==> config.mk <==
export PLATFORM = sky130hd
export DESIGN_NAME = fluxo_dados_rodadas_flat
export DESIGN_NICKNAME = d
export VERILOG_FILES = /design/src/rtl/fluxo_dados_rodadas_if.sv /design/src/rtl/fluxo_dados_rodadas.sv /design/src/flat_wrapper.sv
export SDC_FILE = /design/constraint.sdc
export NUM_CORES = 1
export LEC_CHECK = 0
export ABC_AREA = 1
export CAP_MARGIN = 20
export CORE_MARGIN = 3
export CORE_UTILIZATION = 34
export DETAILED_ROUTE_END_ITERATION = 8
export PLACE_DENSITY = 0.69
export SLEW_MARGIN = 20
export SYNTH_ARGS = -nofsm -noshare
export SYNTH_HDL_FRONTEND = slang
export SYNTH_SLANG_ARGS = --single-unit
==> constraint.sdc <==
create_clock -name clock -period 1.5 [get_ports clock]
set_input_delay 0.15 -clock clock [delete_from_list [all_inputs] [get_ports clock]]
set_output_delay 0.15 -clock clock [all_outputs]
set_load 0.05 [all_outputs]
==> src/rtl/fluxo_dados_rodadas_if.sv <==
// rtl/fluxo_dados_rodadas_if.sv - strobe/status bundle between the game control unit and the round datapath
interface fluxo_dados_rodadas_if #(
    parameter int W       = 4,
    parameter int N       = 4,
    parameter int TIMEOUT = 5000
);
    localparam int TW = $clog2(TIMEOUT);

    logic          zeraE;
    logic          contaE;
    logic          zeraL;
    logic          contaL;
    logic          zeraR;
    logic          registraR;
    logic          zeraT;
    logic          contaT;
    logic [W-1:0]  chaves;

    logic          jogada_igual;
    logic          endereco_igual_limite;
    logic          fimE;
    logic          fimL;
    logic          jogada_feita;
    logic          jogada_valida;
    logic          timeout;
    logic          db_tem_jogada;
    logic [N-1:0]  db_contagem;
    logic [N-1:0]  db_limite;
    logic [W-1:0]  db_memoria;
    logic [W-1:0]  db_jogada;
    logic [TW-1:0] db_timeout;

    modport master (
        output zeraE, contaE, zeraL, contaL, zeraR, registraR, zeraT, contaT, chaves,
        input  jogada_igual, endereco_igual_limite, fimE, fimL, jogada_feita,
               jogada_valida, timeout, db_tem_jogada, db_contagem, db_limite,
               db_memoria, db_jogada, db_timeout
    );

    modport slave (
        input  zeraE, contaE, zeraL, contaL, zeraR, registraR, zeraT, contaT, chaves,
        output jogada_igual, endereco_igual_limite, fimE, fimL, jogada_feita,
               jogada_valida, timeout, db_tem_jogada, db_contagem, db_limite,
               db_memoria, db_jogada, db_timeout
    );
endinterface

==> src/rtl/fluxo_dados_rodadas.sv <==
// rtl/fluxo_dados_rodadas.sv - sequence-memory game datapath: address/limit counters, ROM, play register, edge detect, timeout
module fluxo_dados_rodadas #(
    parameter int W       = 4,
    parameter int N       = 4,
    parameter int TIMEOUT = 5000
) (
    input  logic                  clock,
    input  logic                  reset,
    fluxo_dados_rodadas_if.slave  bus
);
    localparam int DEPTH = 2 ** N;
    localparam int TW    = $clog2(TIMEOUT);
    localparam logic [N-1:0]  LAST = {N{1'b1}};
    localparam logic [TW-1:0] TMAX = TW'(TIMEOUT - 1);

    logic [N-1:0]  cnt_e;
    logic [N-1:0]  cnt_l;
    logic [W-1:0]  rom_q;
    logic [W-1:0]  jogada;
    logic          s1;
    logic          s2;
    logic [TW-1:0] cnt_t;
    logic          feita;
    logic [W-1:0]  rom [DEPTH];

    // Fixed pattern: word i lights switch (i mod W), cycling through the one-hot plays
    for (genvar i = 0; i < DEPTH; i++) begin : g_rom
        assign rom[i] = W'(1) << (i % W);
    end

    always_ff @(posedge clock or negedge reset) begin
        if (!reset) begin
            cnt_e <= '0;
            cnt_l <= '0;
            rom_q <= '0;
        end else begin
            if (bus.zeraE)       cnt_e <= '0;
            else if (bus.contaE) cnt_e <= cnt_e + 1'b1;
            if (bus.zeraL)       cnt_l <= '0;
            else if (bus.contaL) cnt_l <= cnt_l + 1'b1;
            rom_q <= rom[cnt_e];
        end
    end

    always_ff @(posedge clock or negedge reset) begin
        if (!reset) begin
            jogada <= '0;
            s1     <= 1'b0;
            s2     <= 1'b0;
        end else if (bus.zeraR) begin
            jogada <= '0;
            s1     <= 1'b0;
            s2     <= 1'b0;
        end else begin
            if (bus.registraR) jogada <= bus.chaves;
            s1 <= |bus.chaves;
            s2 <= s1;
        end
    end

    assign feita = s1 & ~s2;

    // A fresh play restarts the wait just like an explicit clear
    always_ff @(posedge clock or negedge reset) begin
        if (!reset)                        cnt_t <= '0;
        else if (bus.zeraT || feita)       cnt_t <= '0;
        else if (bus.contaT && cnt_t < TMAX) cnt_t <= cnt_t + 1'b1;
    end

    assign bus.jogada_igual          = (rom_q == jogada);
    assign bus.endereco_igual_limite = (cnt_e == cnt_l);
    assign bus.fimE                  = (cnt_e == LAST);
    assign bus.fimL                  = (cnt_l == LAST);
    assign bus.jogada_feita          = feita;
    assign bus.jogada_valida         = ($countones(jogada) == 1);
    assign bus.timeout               = (cnt_t == TMAX);
    assign bus.db_tem_jogada         = |bus.chaves;
    assign bus.db_contagem           = cnt_e;
    assign bus.db_limite             = cnt_l;
    assign bus.db_memoria            = rom_q;
    assign bus.db_jogada             = jogada;
    assign bus.db_timeout            = cnt_t;
endmodule

==> src/flat_wrapper.sv <==
// flat-port wrapper written by rule: the top's interface ports become plain ports
module fluxo_dados_rodadas_flat 
#(
    parameter int W       = 4,
    parameter int N       = 4,
    parameter int TIMEOUT = 5000
)
  (clock, reset, bus_zeraE, bus_contaE, bus_zeraL, bus_contaL, bus_zeraR, bus_registraR, bus_zeraT, bus_contaT, bus_chaves, bus_jogada_igual, bus_endereco_igual_limite, bus_fimE, bus_fimL, bus_jogada_feita, bus_jogada_valida, bus_timeout, bus_db_tem_jogada, bus_db_contagem, bus_db_limite, bus_db_memoria, bus_db_jogada, bus_db_timeout);
  fluxo_dados_rodadas_if #(.W(W), .N(N), .TIMEOUT(TIMEOUT)) bus_i ();
  input  logic clock;
  input  logic reset;
  input wire logic [$bits(bus_i.zeraE)-1:0] bus_zeraE;
  input wire logic [$bits(bus_i.contaE)-1:0] bus_contaE;
  input wire logic [$bits(bus_i.zeraL)-1:0] bus_zeraL;
  input wire logic [$bits(bus_i.contaL)-1:0] bus_contaL;
  input wire logic [$bits(bus_i.zeraR)-1:0] bus_zeraR;
  input wire logic [$bits(bus_i.registraR)-1:0] bus_registraR;
  input wire logic [$bits(bus_i.zeraT)-1:0] bus_zeraT;
  input wire logic [$bits(bus_i.contaT)-1:0] bus_contaT;
  input wire logic [$bits(bus_i.chaves)-1:0] bus_chaves;
  output wire logic [$bits(bus_i.jogada_igual)-1:0] bus_jogada_igual;
  output wire logic [$bits(bus_i.endereco_igual_limite)-1:0] bus_endereco_igual_limite;
  output wire logic [$bits(bus_i.fimE)-1:0] bus_fimE;
  output wire logic [$bits(bus_i.fimL)-1:0] bus_fimL;
  output wire logic [$bits(bus_i.jogada_feita)-1:0] bus_jogada_feita;
  output wire logic [$bits(bus_i.jogada_valida)-1:0] bus_jogada_valida;
  output wire logic [$bits(bus_i.timeout)-1:0] bus_timeout;
  output wire logic [$bits(bus_i.db_tem_jogada)-1:0] bus_db_tem_jogada;
  output wire logic [$bits(bus_i.db_contagem)-1:0] bus_db_contagem;
  output wire logic [$bits(bus_i.db_limite)-1:0] bus_db_limite;
  output wire logic [$bits(bus_i.db_memoria)-1:0] bus_db_memoria;
  output wire logic [$bits(bus_i.db_jogada)-1:0] bus_db_jogada;
  output wire logic [$bits(bus_i.db_timeout)-1:0] bus_db_timeout;
  assign bus_i.zeraE = bus_zeraE;
  assign bus_i.contaE = bus_contaE;
  assign bus_i.zeraL = bus_zeraL;
  assign bus_i.contaL = bus_contaL;
  assign bus_i.zeraR = bus_zeraR;
  assign bus_i.registraR = bus_registraR;
  assign bus_i.zeraT = bus_zeraT;
  assign bus_i.contaT = bus_contaT;
  assign bus_i.chaves = bus_chaves;
  assign bus_jogada_igual = bus_i.jogada_igual;
  assign bus_endereco_igual_limite = bus_i.endereco_igual_limite;
  assign bus_fimE = bus_i.fimE;
  assign bus_fimL = bus_i.fimL;
  assign bus_jogada_feita = bus_i.jogada_feita;
  assign bus_jogada_valida = bus_i.jogada_valida;
  assign bus_timeout = bus_i.timeout;
  assign bus_db_tem_jogada = bus_i.db_tem_jogada;
  assign bus_db_contagem = bus_i.db_contagem;
  assign bus_db_limite = bus_i.db_limite;
  assign bus_db_memoria = bus_i.db_memoria;
  assign bus_db_jogada = bus_i.db_jogada;
  assign bus_db_timeout = bus_i.db_timeout;
  fluxo_dados_rodadas #(.W(W), .N(N), .TIMEOUT(TIMEOUT)) u_core (.clock(clock), .reset(reset), .bus(bus_i));
endmodule
# Word level (Yosys, flattened, before mapping)
# Memories as Yosys holds them, arrays and structs flattened. A register that Yosys moved wholly into a read port is not among the register bits.
# Cells that the tools add are included.
[totals] regBits=27 romBits=64 input_bits=14 output_inout_bits=37 word_cells=41 n_memories=1
[mem_list] memory="(name not given)" depth=16 word_bits=4 rd=1 rd_clocked_by_memory_dff=1 write_ports=0 line_no="fluxo_dados_rodadas.sv:41" text="rom_q <= rom[cnt_e];"
[classes] addsub=6 magnitude_cmp=1 eq_ne=6 muxes=10 bitwise=3 n_reduce_logical=8
[ops] operator="adder 32 bit" count=1
[ops] operator="equality test 32 x 2 -> 1 bit (second input constant)" count=1
[ops] operator="2-to-1 mux 13 bit" count=2
[ops] operator="2-to-1 mux 4 bit" count=6
[ops] operator="adder 13 x 1 -> 13 bit (second input constant)" count=1
[ops] operator="equality test 13 bit (second input constant)" count=1
[ops] operator="less-than comparator 13 bit (second input constant)" count=1
[ops] operator="adder 4 x 1 -> 4 bit (second input constant)" count=2
[ops] operator="equality test 4 bit" count=2
[ops] operator="equality test 4 bit (second input constant)" count=2
[ops] operator="nonzero test 2 bit" count=4
[ops] operator="inverter 4 -> 5 bit" count=1
[ops] operator="adder 1 x 1 -> 2 bit" count=2
[ops] operator="OR reduction 4 bit" count=1
[ops] operator="2-to-1 mux 1 bit" count=2
[ops] operator="bitwise AND 1 bit" count=1
[ops] operator="logical AND 1 bit" count=1
[ops] operator="zero test 1 bit" count=1
[ops] operator="logical OR 1 bit" count=1
[ops] operator="inverter 1 bit" count=1

# Longest topological paths before layout
# Gate-level depths: netlist (run 1).
[logic_depth] word_depth=4 ltp_mapped=9 ltp_nobuf=9

# Least setup slack after synthesis (run 1)
# No wires, ideal clock.
[synth_path] path_kind="register to output" start="register u_core.jogada[1], in the netlist u_core.bus.db_jogada[1]" end="output port bus_jogada_valida" arrival_time_ns=2.782 t_required_ns=1.350 setup_slack_ns=-1.432 stages_incl_launch_ff=5 n_path_buf=0 path_cell_list="dfrtp_1 -> ha_1 -> ha_1 -> fa_1 -> nor3b_1"
[synth_via] elab_chain_len=3
[synth_rtl] item="from (decl)" line_no="fluxo_dados_rodadas.sv:19" text="logic [W-1:0] jogada;"
[synth_rtl] item="from (signal assigned)" line_no="fluxo_dados_rodadas.sv:55" text="if (bus.registraR) jogada <= bus.chaves;"
[synth_rtl] item="adder 1 x 1 -> 2 bit (not written as such)" line_no="fluxo_dados_rodadas.sv:75" text="assign bus.jogada_valida = ($countones(jogada) == 1);"
[synth_rtl] item="adder 32 bit (not written as such)" line_no="fluxo_dados_rodadas.sv:75"
[synth_rtl] item="equality test 32 x 2 -> 1 bit" line_no="fluxo_dados_rodadas.sv:75"
[synth_rtl] item="to (decl)" line_no="flat_wrapper.sv:26" text="output wire logic [$bits(bus_i.jogada_valida)-1:0] bus_jogada_valida;"
# No other way between the ends.

# Final worst setup path (run 1)
[layout_path] start="register u_core.jogada[2], in the netlist u_core.bus.db_jogada[2]" end="output port bus_jogada_valida"
# The elaborated chain is that of the path after synthesis.

==> results of run 1 <==
-- kinds of logic after synthesis --
group,count (synthesis)
DFF,31
xor gates and xnor gates,5
adders and majority gates,10
and+or+nand+nor,150
AOI/OAI and AO/OA,17
buffers and inverters,40
-- power groups by stage --
stage                     clock network, mW  registers (mW)  logic, mW
final                                 0.825           0.906      0.689
after global placement                    0           0.922      0.622
after floorplan                           0            1.03      0.247
after global routing                  0.903           0.909      0.729
after CTS                             0.847           0.904      0.663
after detailed placement                  0           0.924      0.633
-- cells in the final DEF, fill, tap and decap left out, types with 2 or more instances in the layout --
cell type and n:
nand2_1 63, a221oi_4 2, o22ai_1 4, or2_4 4
ha_1 3, nand2_4 5, xnor2_1 3, dfrtp_1 4
buf_6 5, clkdlybuf4s50_1 13, dfrtp_2 26, inv_2 9
nand3_1 23, nand3_2 3, nor2_1 21, nor2_2 5
nand2_2 7, nor2_4 5, buf_12 10, xor2_1 2
clkbuf_8 5, o21ai_0 2, nand4_1 6, a21oi_1 4
ha_4 5, buf_4 58, inv_1 27
-- repair_timing --
action,in CTS,in global routing
setup endpoints to repair,6,20
gates resized for setup,13,38
pin swaps,6,26
buffers inserted,8,10
gates cloned,0,1
hold buffers,0,0
-- flip-flops by register name (all words and copies together) (netlist names) --
| name | flops |
|---|---|
| u_core.bus.db_jogada | 4 |
| u_core.s2 | 1 |
| u_core.bus.db_timeout | 13 |
| u_core.bus.db_memoria | 4 |
| u_core.s1 | 1 |
| u_core.bus.db_contagem | 4 |
| u_core.bus.db_limite | 4 |
-- worst reg2reg max path, stage by stage, from the launching register on --
cell and delay [ns]:
dfrtp_4 0.50, ha_4 0.18, buf_4 0.13, buf_4 0.14, nand4_1 0.10, nand2_1 0.07
nor2_2 0.15, nand2_4 0.07, nand2_2 0.07
-- stage by stage --
step | setup WS [ns] | TNS [ns] | std cells | hold slack, ns
2_1_floorplan | -0.594 | -0.797 | 253 | -0.146
6_report | -0.653 | -1.05 | 414 | 0.247
3_5_place_dp | -0.351 | -0.354 | 388 | 0.480
3_3_place_gp | -0.335 | -0.335 | 388 | 0.474
4_1_cts | -0.662 | -1.12 | 403 | 0.262
5_1_grt | -0.722 | -1.33 | 414 | 0.278
-- final cells by class --
type,count,area [µm²]
clock inverter,3,43.8
multi-input combinational,183,1240
timing repair buffer,86,822
clock buffer,5,68.8
inverter,36,135
fill,466,2030
tap,70,87.6
sequential,31,812
-- layer usage --
layer,wire (µm),GRT usage [%],vias to the layer above
met4,70,6.42,0
met5,0,0,-
li1,-,-,985
met3,275,3.36,5
met2,2710,27.3,55
met1,2310,20.9,908
-- worst paths after layout --
check                                            end                startpoint  depth (start not counted)
min in group clock         u_core.bus.db_contagem[2]                 bus_zeraE                          2
setup reg to reg           u_core.bus.db_timeout[10]  u_core.bus.db_timeout[0]                          8
max in group asynchronous   u_core.bus.db_timeout[0]                     reset                          2
hold reg to reg                            u_core.s2                 u_core.s1                          2
setup / recovery                   bus_jogada_valida   u_core.bus.db_jogada[2]                          5
hold / removal              u_core.bus.db_timeout[1]                     reset                          2
==> flow_summary_export.csv, run 1 <==
group,metric,value,unit
logic_synthesis,synth_cell_types,31,
power_and_ir_drop,p_leak,1.50,nW
logic_synthesis,synthFlopType,"dfrtp_1",
logic_synthesis,synth.mux.area_fraction,0,%
grt,grt_max_degree,32,
job,maxCapViolCount,0,
worst_setup_path,crit_family,"adder cells",
worst_setup_path,regToRegSetupSlack,0.04,ns
die,die_x,80.4,µm
logic_synthesis,yosysWarningCount,0,
placed_design,routabilityCongestion,0.875,
timing,slew_viol_final,0,
detailed_routing,routedWlPerCell,12.9,µm
power_and_ir_drop,intPower,1.67,mW
worst_setup_path,critPathKind,"flip-flop to output pin",
power_and_ir_drop,cellPowerDensity,755,nW/µm²
logic_synthesis,synthAdderAreaFrac,7.04,%
worst_setup_path,max_stage_delay,0.48,ns
timing,grt_setup_unrepaired,"yes",
worst_setup_path,cp_slowest_cell,"fa_1",
grt,grt_pass1_vias,1781,
worst_setup_path,endpoint_kind,"output pin",
timing,final_hold_viol_count,0,
cells_and_area,layout.nets,367,
clock_tree,clockRootBuffer,"clkbuf_8",
logic_synthesis,synth_nets,277,
die,initial_utilization,36.0,%
die,dieArea,6470,µm²
detailed_routing,dr.pass1.iters,4,
die,rows,26,
worst_setup_path,crit_arrival,2.00,ns
worst_setup_path,worst-path-buf-inv,1,
cells_and_area,final_area,3210,µm²
power_and_ir_drop,finalPower,2.42,mW
cells_and_area,area_growth,70.2,%
grt,antenna_found_initial,0,
grt,grt.total_usage,16.5,%
grt,grt_pass1_wl,8290,µm
worst_setup_path,path_cells,"ha_4 > ha_4 > fa_1 > nor3b_4 > buf_12",
placed_design,io_buffers,50,
worst_setup_path,start_kind,"flip-flop",
clock_tree,cts.sinks,31,
logic_synthesis,async_flop_share,100,%
power_and_ir_drop,ir_drop,0.423,mV
die,top_level_ports,51,
timing,finalCritPeriodShare,144,%
logic_synthesis,synth_edf_count,0,
logic_synthesis,yosys.area.top_type_share,41.2,%
timing,finalSetupViolCount,4,
clock_tree,htreeDepth,2,
power_and_ir_drop,combPwrFrac,28.5,%
detailed_routing,postRouteAntennaNets,0,
detailed_routing,drc,0,
die,core_area,5240,µm²
worst_setup_path,timing.critical_path.mode_cell,"ha_4",
detailed_routing,vias,1953,
clock_tree,cts_buffer_depth,2,
power_and_ir_drop,swShare,30.9,%
outcome,status,"finished, violations left",
logic_synthesis,yosysTopAreaCell,"dfrtp_1",
outcome,violations,"negative setup slack",
cells_and_area,drive_gt1_share,47.4,%
detailed_routing,drtIter0Drc,99,
die,die_h,80.4,µm
power_and_ir_drop,switchingPower,0.749,mW
logic_synthesis,ys_seq_area_share,41.2,%
logic_synthesis,synth_area_leaders,"dfrtp_1 41%, nand2_1 15%, nand3_1 7.2%",
grt,overflow,0,
worst_setup_path,required,1.35,ns
detailed_routing,viasPerCell,4.72,
clock_tree,numCtsBuffers,5,
power_and_ir_drop,clkPwrFrac,34.1,%
power_and_ir_drop,seqPwrFrac,37.4,%
worst_setup_path,cp_max_fo,2,
placed_design,place_area,2780,µm²
logic_synthesis,syn_area_per_cell,7.44,µm²
cells_and_area,antenna_cells,0,
clock_tree,cts_tree,"yes",
cells_and_area,postLayoutCoreUtil,61.2,%
min_path,min_path_type,"input port to asynchronous set/reset pin",
logic_synthesis,synth-seq-cells,31,
timing,setup_ws,-0.653,ns
logic_synthesis,synth-xor-area-share,2.33,%
logic_synthesis,synth.most_common_cell,"nand2_1",
logic_synthesis,synth-compound-area-share,5.78,%
clock_tree,clkLatencyLatePin,0.29,ns
timing,slew_headroom,73.7,%
timing,period_needed,2.15,ns
logic_synthesis,synth_top_family_by_area,"simple AND/OR/NAND/NOR gates",
logic_synthesis,ys_top_cells_by_count,"73 x nand2_1, 35 x inv_1, 31 x dfrtp_1",
logic_synthesis,synthCells,253,
timing,tightest_slew,0.395,ns
detailed_routing,wl,5360,µm
clock_tree,clk_pin_slew,0.07,ns
timing,timing.fmax,464,MHz
logic_synthesis,syn_area,1880,µm²
logic_synthesis,synth-simple-area-share,35.0,%
placed_design,hpwl,3740,µm
timing,finalClockSkew,0.0106,ns
Power figures use the tool's default switching activity.
==> inputs of run 2 (changes only) <==
--- a/config.mk
+++ b/config.mk
@@ -7,7 +7,6 @@
 export LEC_CHECK = 0
 export ABC_AREA = 1
 export CAP_MARGIN = 20
-export CORE_MARGIN = 3
 export CORE_UTILIZATION = 34
 export DETAILED_ROUTE_END_ITERATION = 8
 export PLACE_DENSITY = 0.69
==> flow_summary_export.csv, run 2 (synthesized netlist as in run 1, its figures left out) <==
group,metric,value,unit
power_and_ir_drop,finalPower,2.48,mW
timing,finalClockSkew,0.00586,ns
grt,grt_max_degree,32,
detailed_routing,drtIter0Drc,116,
clock_tree,clockRootBuffer,"clkbuf_8",
grt,grt.total_usage,18.1,%
grt,antenna_found_initial,0,
cells_and_area,largest_reg_flops,13,
worst_setup_path,critPathKind,"flip-flop to output pin",
worst_setup_path,timing.critical_path.mode_cell,"ha_4",
cells_and_area,area_growth,68.4,%
worst_setup_path,endpoint_kind,"output pin",
grt,grt_pass1_vias,1864,
detailed_routing,viasPerCell,4.76,
worst_setup_path,crit_family,"adder cells",
cells_and_area,instances_no_fill,409,
timing,timing.fmax,467,MHz
clock_tree,htreeDepth,2,
cells_and_area,final_common_cell,"nand2_1",
cells_and_area,drive_gt1_share,47.5,%
timing,setup_ws,-0.644,ns
timing,finalCritPeriodShare,143,%
worst_setup_path,r2r-end,"u_core.bus.db_timeout[10]",
outcome,violations,"negative setup slack",
worst_setup_path,path_cells,"ha_4 > ha_4 > fa_1 > nor3b_4 > buf_12",
worst_setup_path,max_stage_delay,0.49,ns
clock_tree,cts.sinks,31,
power_and_ir_drop,ir_drop,0.492,mV
timing,period_needed,2.14,ns
timing,slew_viol_final,0,
placed_design,io_buffers,50,
clock_tree,cts_buffer_depth,2,
outcome,status,"finished, violations left",
detailed_routing,wl,4970,µm
timing,final_hold_viol_count,0,
worst_setup_path,start_kind,"flip-flop",
placed_design,routabilityCongestion,0.904,
die,initial_utilization,36.2,%
detailed_routing,dr.pass1.iters,4,
cells_and_area,final_cell_mix,"57 x nand2_1, 54 x buf_4, 26 x dfrtp_2, 25 x inv_1, 25 x nand3_1",
timing,grt_setup_unrepaired,"yes",
worst_setup_path,cp_slowest_cell,"fa_1",
worst_setup_path,regToRegSetupSlack,0.01,ns
die,dieArea,5840,µm²
worst_setup_path,r2r_cells,8,
worst_setup_path,r2r-start,"u_core.bus.db_timeout[0]",
power_and_ir_drop,cellPowerDensity,781,nW/µm²
cells_and_area,antenna_cells,0,
clock_tree,cts_tree,"yes",
cells_and_area,layout.nets,362,
worst_setup_path,required,1.35,ns
die,rows,26,
power_and_ir_drop,p_leak,1.49,nW
die,die_h,76.4,µm
worst_setup_path,cp_max_fo,2,
detailed_routing,drc,0,
clock_tree,numCtsBuffers,5,
min_path,min_path_type,"input port to asynchronous set/reset pin",
clock_tree,clkLatencyLatePin,0.29,ns
detailed_routing,postRouteAntennaNets,0,
clock_tree,postCtsHoldBufs,0,
timing,slew_headroom,73.1,%
detailed_routing,routedWlPerCell,12.1,µm
placed_design,hpwl,3440,µm
job,maxCapViolCount,0,
timing,tightest_slew,0.403,ns
grt,overflow,0,
die,top_level_ports,51,
clock_tree,clk_pin_slew,0.07,ns
grt,grt_pass1_wl,8390,µm
worst_setup_path,crit_arrival,1.99,ns
timing,finalSetupViolCount,4,
die,core_area,5200,µm²
placed_design,dp_cells,387,
worst_setup_path,worst-path-buf-inv,1,
detailed_routing,vias,1946,
die,die_x,76.4,µm
-- run 2: through the flow --
stage / cell area (µm²) / hold slack, ns / setup TNS, ns / setup slack (ns) / utilization [%]
finish: 3170 / 0.254 / -1.04 / -0.644 / 60.9
global route: 3170 / 0.286 / -1.74 / -0.700 / 60.9
CTS: 2970 / 0.264 / -1.07 / -0.655 / 57.1
detailed placement: 2770 / 0.490 / -0.339 / -0.339 / 53.2
global placement: 2770 / 0.480 / -0.343 / -0.343 / 53.2
floorplan: 2040 / -0.146 / -0.797 / -0.594 / -
-- run 2: metal layers --
layer	global-route usage (%)	up-vias	wire length [µm]
met5	0	-	0
met4	6.15	0	61
met3	4.43	5	238
met2	31.6	45	2410
met1	21.6	914	2260
li1	-	982	-
-- run 2: final cells by class --
| cell class | instances | area, µm² |
|---|---|---|
| fillers | 457 | 2030 |
| multi-input cells | 183 | 1240 |
| flip-flops and latches | 31 | 812 |
| repair buffers | 81 | 781 |
| inverters | 36 | 135 |
| well taps | 70 | 87.6 |
| clock buffers | 6 | 82.6 |
| clock inverters | 2 | 35.0 |
-- run 2: worst max path at each step --
| stage | from | slack (ns) | end | cells after the start |
|---|---|---|---|---|
| final | u_core.bus.db_jogada[1] | -0.64 | bus_jogada_valida | 5 |
| after global routing | u_core.bus.db_jogada[2] | -0.70 | bus_jogada_valida | 5 |
| after CTS | u_core.bus.db_jogada[1] | -0.65 | bus_jogada_valida | 5 |
| after detailed placement | u_core.bus.db_jogada[1] | -0.34 | bus_jogada_valida | 5 |
| after global placement | u_core.bus.db_jogada[1] | -0.34 | bus_jogada_valida | 5 |
| after floorplan | u_core.bus.db_jogada[1] | -0.59 | bus_jogada_valida | 4 |
-- run 2: power breakdown --
part | internal [mW] | total [mW] | switching [mW]
logic | 0.312 | 0.699 | 0.387
registers | 0.874 | 0.907 | 0.0321
clock network | 0.537 | 0.870 | 0.333
-- run 2: what timing repair did --
item | CTS | global route
pin swaps | 7 | 20
cloned | 0 | 1
setup buffers | 6 | 7
gates resized for setup | 11 | 42
endpoints found under the setup margin | 6 | 20
==> inputs of run 3 (changes only) <==
--- a/config.mk
+++ b/config.mk
@@ -10,6 +10,7 @@
 export CORE_UTILIZATION = 34
 export DETAILED_ROUTE_END_ITERATION = 8
 export PLACE_DENSITY = 0.69
+export SKIP_CTS_REPAIR_TIMING = 1
 export SLEW_MARGIN = 20
 export SYNTH_ARGS = -nofsm -noshare
 export SYNTH_HDL_FRONTEND = slang
==> flow_summary_export.csv, run 3 (synthesized netlist as in run 1, its figures left out) <==
group,metric,value,unit
power_and_ir_drop,ir_drop,0.491,mV
placed_design,place_ws,-0.339,ns
die,rows,26,
worst_setup_path,critPathKind,"flip-flop to output pin",
detailed_routing,wl,4850,µm
detailed_routing,top_layer,"met4",
cells_and_area,largest_reg_flops,13,
timing,tightest_slew,0.400,ns
grt,antenna_found_initial,0,
detailed_routing,wl_met2,2390,µm
detailed_routing,postRouteAntennaNets,0,
placed_design,routabilityCongestion,0.904,
grt,grt.total_usage,17.5,%
detailed_routing,met1Wirelength,2170,µm
die,core_area,5200,µm²
cells_and_area,final_area,3110,µm²
clock_tree,htreeDepth,2,
die,dieArea,5840,µm²
worst_setup_path,timing.critical_path.mode_cell,"ha_4",
timing,setup_ws,-0.635,ns
worst_setup_path,path_cells,"ha_4 > ha_4 > fa_1 > nor3b_4 > buf_12",
worst_setup_path,cp_slowest_cell,"fa_1",
worst_setup_path,worst-path-buf-inv,1,
worst_setup_path,r2r_cells,8,
timing,finalCritPeriodShare,142,%
clock_tree,cts_buffer_depth,2,
power_and_ir_drop,cellPowerDensity,785,nW/µm²
min_path,min_path_type,"input port to asynchronous set/reset pin",
detailed_routing,routedWlPerCell,11.8,µm
timing,setup_tns,-1.07,ns
placed_design,dp_cells,387,
job,maxCapViolCount,0,
worst_setup_path,r2r-end,"u_core.bus.db_timeout[3]",
placed_design,place_area,2770,µm²
worst_setup_path,max_stage_delay,0.49,ns
detailed_routing,drtIter0Drc,106,
worst_setup_path,crit_family,"adder cells",
grt,grt_max_degree,32,
detailed_routing,viasPerCell,4.74,
grt,grt_pass1_vias,1794,
die,die_x,76.4,µm
timing,period_needed,2.14,ns
clock_tree,clk_pin_slew,0.07,ns
timing,hold_slack,0.261,ns
cells_and_area,postLayoutCoreUtil,59.8,%
power_and_ir_drop,finalPower,2.44,mW
timing,slew_headroom,73.3,%
clock_tree,clkLatencyLatePin,0.28,ns
worst_setup_path,start_kind,"flip-flop",
die,initial_utilization,36.2,%
detailed_routing,dr.pass1.iters,4,
timing,final_hold_viol_count,0,
worst_setup_path,cp_max_fo,2,
cells_and_area,final_common_cell,"nand2_1",
timing,grt_setup_unrepaired,"yes",
cells_and_area,layout.nets,362,
worst_setup_path,crit_arrival,1.99,ns
power_and_ir_drop,p_leak,1.48,nW
die,die_h,76.4,µm
placed_design,io_buffers,50,
worst_setup_path,endpoint_kind,"output pin",
outcome,status,"finished, violations left",
placed_design,hpwl,3440,µm
worst_setup_path,r2r-start,"u_core.bus.db_timeout[1]",
cells_and_area,instances_no_fill,409,
outcome,violations,"negative setup slack",
grt,grt_pass1_wl,8140,µm
timing,timing.fmax,468,MHz
die,top_level_ports,51,
timing,slew_viol_final,0,
cells_and_area,area_growth,65.2,%
timing,finalSetupViolCount,4,
timing,finalClockSkew,0.00478,ns
worst_setup_path,required,1.35,ns
grt,overflow,0,
clock_tree,cts_tree,"yes",
worst_setup_path,regToRegSetupSlack,0.05,ns
clock_tree,numCtsBuffers,5,
cells_and_area,final_cell_mix,"69 x nand2_1, 54 x buf_4, 31 x inv_1, 26 x dfrtp_2, 25 x nand3_1",
detailed_routing,wl_met3,226,µm
detailed_routing,vias,1940,
detailed_routing,drc,0,
clock_tree,clockRootBuffer,"clkbuf_8",
clock_tree,cts.sinks,31,
cells_and_area,drive_gt1_share,41.3,%
cells_and_area,antenna_cells,0,
## run 3: worst register-to-register path, delay by kind of cell (launching register included)
family / cells / cell delay [ns]
buf+inv: 2 / 0.29
compound gates: 1 / 0.24
flops: 1 / 0.44
simple gates: 5 / 0.37
## run 3: layout make-up
cell class              instances  area, µm²
multi-input cells             183       1180
flip-flops and latches         31        812
fillers                       460       2090
clock inverters                 2       35.0
well taps                      70       87.6
inverters                      36        135
repair buffers                 81        781
clock buffers                   6       82.6
## run 3: layer usage
| layer | up-vias | track usage (%) |
|---|---|---|
| met5 | - | 0 |
| met4 | 0 | 5.96 |
| met3 | 7 | 4.43 |
| met2 | 42 | 29.8 |
| met1 | 910 | 21.5 |
| li1 | 981 | - |
## run 3: worst max-delay path by stage
stage	from	to	cells after the start
after global routing	u_core.bus.db_jogada[2]	bus_jogada_valida	5
after floorplan	u_core.bus.db_jogada[1]	bus_jogada_valida	4
after CTS	u_core.bus.db_jogada[1]	bus_jogada_valida	5
after detailed placement	u_core.bus.db_jogada[1]	bus_jogada_valida	5
after global placement	u_core.bus.db_jogada[1]	bus_jogada_valida	5
final	u_core.bus.db_jogada[1]	bus_jogada_valida	5
## run 3: report_power, final
part           total [mW]  internal, mW  switching (mW)
clock               0.853         0.537           0.316
combinational       0.681         0.308           0.373
sequential          0.909         0.875          0.0343
total                2.44          1.72           0.723
